### src/rtl/pwm_pkg.sv
`default_nettype none
// ---------------------------------------------------------------------------
// pwm_pkg : shared FSM encoding and counter helpers for pwm_medidor. Rev 1.0
// ---------------------------------------------------------------------------
package pwm_pkg;

  typedef enum logic [1:0] {
    ESPERA    = 2'd0,
    MIDE_ALTO = 2'd1,
    MIDE_BAJO = 2'd2
  } estado_t;

  // Saturation value of a w-bit tick counter (2**w-1).
  function automatic longint unsigned cnt_max(input int w);
    return (64'd1 << w) - 64'd1;
  endfunction

endpackage
`default_nettype wire

### src/rtl/pwm_sync_flancos.sv
`default_nettype none
// ---------------------------------------------------------------------------
// pwm_sync_flancos : SYNC-stage synchroniser plus rising/falling strobes. Rev 1.0
// ---------------------------------------------------------------------------
module pwm_sync_flancos #(
  parameter int SYNC = 2
) (
  input  logic clk,
  input  logic reset,
  input  logic pwm_in,
  output logic sube,
  output logic baja,
  output logic nivel
);

  logic [SYNC-1:0] cadena;
  logic            s_prev;
  logic            s;

  always_ff @(posedge clk or posedge reset) begin
    if (reset) begin
      cadena <= '0;
      s_prev <= 1'b0;
    end else begin
      cadena <= {cadena[SYNC-2:0], pwm_in};
      s_prev <= cadena[SYNC-1];
    end
  end

  assign s     = cadena[SYNC-1];
  assign nivel = s;
  assign sube  = s & ~s_prev;
  assign baja  = ~s & s_prev;

endmodule
`default_nettype wire

### src/rtl/pwm_medidor.sv
`default_nettype none
// ---------------------------------------------------------------------------
// pwm_medidor : measures PWM high time and period in prescaled ticks. Rev 1.0
// ---------------------------------------------------------------------------
module pwm_medidor
  import pwm_pkg::*;
#(
  parameter int W    = 16,
  parameter int P    = 0,
  parameter int SYNC = 2
) (
  input  logic         clk,
  input  logic         reset,
  input  logic         pwm_in,
  output logic [W-1:0] alto,
  output logic [W-1:0] periodo,
  output logic         valido,
  output logic         sin_senal,
  output logic         nivel
);

  localparam logic [W-1:0] CNT_MAX = W'(cnt_max(W));

  logic         tick;
  logic         sube;
  logic         baja;
  logic [W-1:0] cnt;
  logic [W-1:0] cnt_next;
  logic [W-1:0] alto_tmp;
  estado_t      estado;
  estado_t      estado_next;
  logic         reinicia;
  logic         captura_alto;
  logic         reporta;
  logic         timeout;
  logic         toma_timeout;

  generate
    if (P == 0) begin : g_sin_presc
      assign tick = 1'b1;
    end else begin : g_presc
      logic [P-1:0] div;
      always_ff @(posedge clk or posedge reset) begin
        if (reset) div <= '0;
        else       div <= div + 1'b1;
      end
      assign tick = &div;
    end
  endgenerate

  pwm_sync_flancos #(.SYNC(SYNC)) u_sync (
    .clk    (clk),
    .reset  (reset),
    .pwm_in (pwm_in),
    .sube   (sube),
    .baja   (baja),
    .nivel  (nivel)
  );

  assign timeout = (cnt == CNT_MAX) && tick;

  // An edge that the current state acts on takes priority over the timeout.
  always_comb begin
    estado_next  = estado;
    reinicia     = 1'b0;
    captura_alto = 1'b0;
    reporta      = 1'b0;
    toma_timeout = 1'b0;
    case (estado)
      ESPERA: begin
        if (sube) begin
          estado_next = MIDE_ALTO;
          reinicia    = 1'b1;
        end else if (timeout) begin
          toma_timeout = 1'b1;
        end
      end
      MIDE_ALTO: begin
        if (baja) begin
          estado_next  = MIDE_BAJO;
          captura_alto = 1'b1;
        end else if (timeout) begin
          toma_timeout = 1'b1;
        end
      end
      MIDE_BAJO: begin
        if (sube) begin
          estado_next = MIDE_ALTO;
          reporta     = 1'b1;
          reinicia    = 1'b1;
        end else if (timeout) begin
          toma_timeout = 1'b1;
        end
      end
      default: estado_next = ESPERA;
    endcase
    if (toma_timeout) estado_next = ESPERA;
  end

  always_comb begin
    cnt_next = cnt;
    if (toma_timeout)                 cnt_next = '0;
    else if (reinicia)                cnt_next = tick ? W'(1) : '0;
    else if (tick && cnt != CNT_MAX)  cnt_next = cnt + 1'b1;
  end

  always_ff @(posedge clk or posedge reset) begin
    if (reset) begin
      estado <= ESPERA;
      cnt    <= '0;
    end else begin
      estado <= estado_next;
      cnt    <= cnt_next;
    end
  end

  always_ff @(posedge clk or posedge reset) begin
    if (reset) begin
      alto_tmp  <= '0;
      alto      <= '0;
      periodo   <= '0;
      valido    <= 1'b0;
      sin_senal <= 1'b0;
    end else begin
      valido <= reporta;
      if (captura_alto) alto_tmp <= cnt;
      if (reporta) begin
        alto    <= alto_tmp;
        periodo <= cnt;
      end
      if (toma_timeout) sin_senal <= 1'b1;
      else if (reporta) sin_senal <= 1'b0;
    end
  end

endmodule
`default_nettype wire

### config.mk
export PLATFORM = sky130hd
export DESIGN_NAME = pwm_medidor
export DESIGN_NICKNAME = d
export VERILOG_FILES = /design/src/rtl/pwm_pkg.sv /design/src/rtl/pwm_sync_flancos.sv /design/src/rtl/pwm_medidor.sv
export SDC_FILE = /design/constraint.sdc
export NUM_CORES = 1
export LEC_CHECK = 0
export ABC_AREA = 1
export ABC_CLOCK_PERIOD_IN_PS = 2350
export CAP_MARGIN = 20
export CORE_ASPECT_RATIO = 1.4
export CORE_MARGIN = 2
export CORE_UTILIZATION = 49
export DETAILED_ROUTE_END_ITERATION = 16
export MAX_ROUTING_LAYER = met4
export PLACE_DENSITY = 0.73
export SLEW_MARGIN = 20
export SYNTH_ARGS = -nofsm -noshare
export SYNTH_HDL_FRONTEND = slang
export SYNTH_SLANG_ARGS = --single-unit
### constraint.sdc
create_clock -name clk -period 2.35 [get_ports clk]
set_clock_uncertainty 0.05 [all_clocks]
set_input_delay 0.47 -clock clk [delete_from_list [all_inputs] [get_ports clk]]
set_output_delay 0.47 -clock clk [all_outputs]
set_load 0.02 [all_outputs]
-- Word level (Yosys, flattened, before mapping)
Index checks and enable logic that the tools add are counted.
- flip-flop bits (word level): 71
- latch bits: 0
- bits in writable memories: 0
- bits in read-only memories: 0
- input port bits: 3
- output and inout bits: 35
- word-level logic and storage cells: 43
- memories: 0
- add/sub/neg operators: 1
- $mul: 0
- divide/modulo/power cells: 0
- magnitude comparators: 0
- equal/unequal tests: 6
- shift operators: 0
- multiplexer cells: 18
- bitwise logic cells: 4
- reductions and logical operators: 5
- operators with widths (kind ; number):
    16-bit 2-to-1 mux ; 3
    16-bit by 1-bit adder with 16-bit output (second input constant) ; 1
    16-bit == test (second input constant) ; 1
    16-bit inequality test (second input constant) ; 1
    1-bit 2-to-1 mux ; 10
    2-bit 2-to-1 mux ; 3
    2-bit case mux with 2 select lines ; 1
    3-bit by 1-bit inequality test with 1-bit output (second input constant) ; 1
    3-bit inequality test (second input constant) ; 1
    3-bit nonzero test ; 1
    1-bit AND ; 2
    2-bit by 1-bit == test with 1-bit output (second input constant) ; 1
    2-bit == test (second input constant) ; 1
    2-bit zero test ; 1
    1-bit inverter ; 2
    1-bit case mux with 2 select lines ; 1
    2-bit AND reduction ; 1
    2-bit nonzero test ; 1
    2-bit OR reduction ; 1

-- Logic depth before layout (Yosys ltp)
- depth in word-level cells: 6
- depth in mapped cells: 9
- gate-level depth less buffers: 9

-- Cells and area by module
Synthesis repeated with hierarchy kept, for this count alone.
- cells, all modules: 356
- area, all modules: 3034.2 µm²
- by module, submodules not included (module ; instances ; cells an instance ; area each (µm²) ; seq. area each (µm²)):
    pwm_medidor ; 1 ; 348 ; 2940.3 ; 1701.6
    pwm_sync_flancos ; 1 ; 8 ; 93.8 ; 75.1

-- Least setup slack after synthesis
OpenSTA, ideal clock, no wires.
- path kind: register -> register
- start point: register cnt[0]
- end point: register cnt[11]
- library setup time: 0.121 ns
- data arrival time: 1.332 ns
- data required time: 2.179 ns
- setup slack: 0.847 ns
- stages on the path, launching flop included: 10
- buffers on the path: 0
- period minus slack after synthesis: 1.503 ns
- cells stage by stage: dfrtp_1 ha_1 inv_1 nor2_4 nand2_2 clkinv_2 nand2_4 clkinv_4 nor3_1 nor2_1
- longest elaborated chain between the ends: 5
- elaborated cells on any way between the ends: 11
- those cells by class: 1 x add/sub; 2 x eq/ne; 7 x mux; 1 x reduce/logical
- RTL lines (item ; line ; text):
    start: declaration ; pwm_medidor.sv:27 ; logic [W-1:0] cnt;
    start signal: assignment ; pwm_medidor.sv:113 ; cnt <= cnt_next;
    branches (longest 5 deep; another with 16-bit by 1-bit adder with 16-bit output) ; n/a ;
Several ways; the timed one is not identified. The select of a mux whose other input is x is not followed.
A chain may end at the register's enable or synchronous reset.

-- Worst setup path in the final report
- start point: register u_sync.cadena[1]
- end point: output nivel
- RTL lines (item ; line ; text):
    start: declaration ; pwm_sync_flancos.sv:16 ; logic [SYNC-1:0] cadena;
    start signal: assignment ; pwm_sync_flancos.sv:25 ; cadena <= {cadena[SYNC-2:0], pwm_in};
    end: declaration ; pwm_medidor.sv:19 ; output logic nivel
No word-level cell between the ends.

==> impl_metrics.ini <==
[outcome]
outcome = finished, final reports clean

[cts]
clk-insertion-delay-late_ps = 340
cts_made_buffers = 9
clock_path_buffers = 2
cts_resized = 0
hold_buffers = 0
h-tree-depth = 3
cts_tree = built
postCtsSetupBuffers = 0
path_clk_slew_ps = 80
cts_root_buf = clkbuf_8
cts.sinks = 71

[route]
routedWlPerCell_microns = 12.8
drtAntennaViolNets = 0
wirelength_microns = 6030
via_per_inst = 4.94
num_vias = 2322
drt_pass1_iterations = 5
drt-initial-drc-count = 161
drc_errors = 0

[yosys]
syn-num-nets = 355
synth_seq_cells = 71
ys.warnings.count = 0
async_flop_share_pct = 100
mappedNetlistArea_sq_um = 3050
syn_area_per_cell_sq_um = 8.68
synth_flop_cell = dfrtp_1
synthCells = 351
synth_area_leaders = dfrtp_1, nand2_1, o21ai_0, nand3_1, inv_1
yosys.cell_types.count = 27
synth_top_cell_by_area = dfrtp_1
synth-edff-count = 0
seq_area_frac_synth_pct = 58.3
synth_top_cell_area_share_pct = 58.3

[critical_path]
crit_family = buffers and inverters
cp.buffers_inverters = 1
crit_chain = clkdlybuf4s50_1
start_kind = register
critPathCaptureType = output pin
worstPathRequired_ps = 1830
critPathArrivalTime_ps = 1400
cp_max_fo = 6
slowest_stage = clkdlybuf4s50_1
crit_path_max_incr_delay_ps = 630
crit_type = reg -> out

[global_routing]
overflow = 0
grt_max_degree = 50
track_usage_pct = 19.9
grt_pass1_vias = 2212
grt_pass1_wl_microns = 10400
antenna_found_initial = 0

[floorplan]
start_util_pct = 49.8
die_y_microns = 97.3
die_area_sq_um = 6880
rows = 34
die_w_microns = 70.7
pin_count = 38
core_sq_um = 6130

[power]
power_frac_clock_pct = 33.4
comb_power_share_pct = 20.4
switching_share_pct = 29.6
intPower_w = 0.00232
p_seq_share_pct = 46.3
p_per_area_nw_per_um2 = 881
vdd_drop_max_mv = 0.455
leakage_nw = 1.79
p_switching_w = 0.000975

[worst_hold_path]
hold_path.class = reg -> reg

[timing]
period_minus_slack_ps = 1920
setup_viol = 0
drv_slew = 0
relSlewSlack_pct = 65.2
fin_tns_setup_ps = 0
fmax_ghz = 0.521
hold_viol = 0
finalCritPeriodShare_pct = 81.7
worst-slew-pin-transition_ps = 521
rsz0062_at_grt = false

[placement]
gp_congestion = 0.909
hpwl_microns = 4440
placed_cells = 454
portBuffers = 37

[layout]
final_cell_mix = nand2_1, dfrtp_1, o21ai_0
drive_above_1_share_pct = 10.6
finalNetCount = 397
mostFrequentLayoutCell = nand2_1
area_delta_synth_final_pct = 22.8
stdcell_count = 470
antenna_cells = 0

[run]
cap_viol_max_count = 0
-- registers in the layout, summed over array words and instances (netlist names) --
register / cells
valido: 1
u_sync.cadena: 2
periodo: 16
cnt: 16
alto: 16
u_sync.s_prev: 1
estado: 2
alto_tmp: 16
sin_senal: 1
-- layout make-up --
type / count / area, sq um
Multi-Input combinational cell: 240 / 1100
Clock buffer: 12 / 155
Inverter: 30 / 119
Timing Repair Buffer: 41 / 425
Clock inverter: 4 / 77.6
Tap cell: 72 / 90.1
Fill cell: 538 / 2380
Sequential cell: 71 / 1780
-- worst paths after layout --
check	slack, ps	end	cells after the start	startpoint
max	430	nivel	1	u_sync.cadena[1]
min	320	u_sync.cadena[1]	0	u_sync.cadena[0]
min reg2reg	320	u_sync.cadena[1]	0	u_sync.cadena[0]
min in group asynchronous	430	periodo[14]	3	reset
max reg2reg	700	cnt[11]	9	cnt[0]
max in group asynchronous	1550	alto_tmp[8]	3	reset
-- layer usage --
metal | global-route usage [%] | wire length, microns | up-vias
met5 | - | 0 | -
met2 | 31.4 | 3060 | 46
met4 | 7.55 | 100 | 0
met3 | 4.36 | 171 | 8
li1 | - | - | 1189
met1 | 25.2 | 2700 | 1079
-- Yosys cell counts (2+ instances only) --
library cell  instances
clkbuf_1              4
nor2_1               19
nand2_4               2
nand2_1             133
inv_1                26
nand3_1              22
nor2_4                2
buf_2                 4
nand2_2               3
nand4_1               4
nor2_2                9
dfrtp_1              71
o21ai_0              38
-- kinds of logic after synthesis --
kind of cell | share of synthesized area (%)
flip-flops | 58.3
AO/OA/AOI/OAI | 7.14
adder cells (fa/ha/maj) | 0.410
buffers and inverters | 5.66
AND/OR/NAND/NOR | 28.5
-- metrics by stage --
step / hold slack (ps) / worst slack [ps] / utilization [%] / total power [W] / instance area [sq um]
floorplan: 281 / 33.4 / - / 0.00196 / 3050
global placement: 285 / 741 / 57.3 / 0.00220 / 3510
detailed placement: 292 / 704 / 57.3 / 0.00222 / 3510
CTS: 319 / 419 / 61.1 / 0.00333 / 3740
global route: 335 / 372 / 61.1 / 0.00349 / 3740
finish: 316 / 431 / 61.1 / 0.00330 / 3740
-- power groups by stage --
stage               clock network (W)  registers, W  logic [W]
CTS                           0.00112       0.00153   0.000683
finish                        0.00110       0.00153   0.000671
global placement                    0       0.00154   0.000666
detailed placement                  0       0.00155   0.000677
global route                  0.00118       0.00155   0.000757
floorplan                           0       0.00161   0.000350
Power figures use the tool's default switching activity.
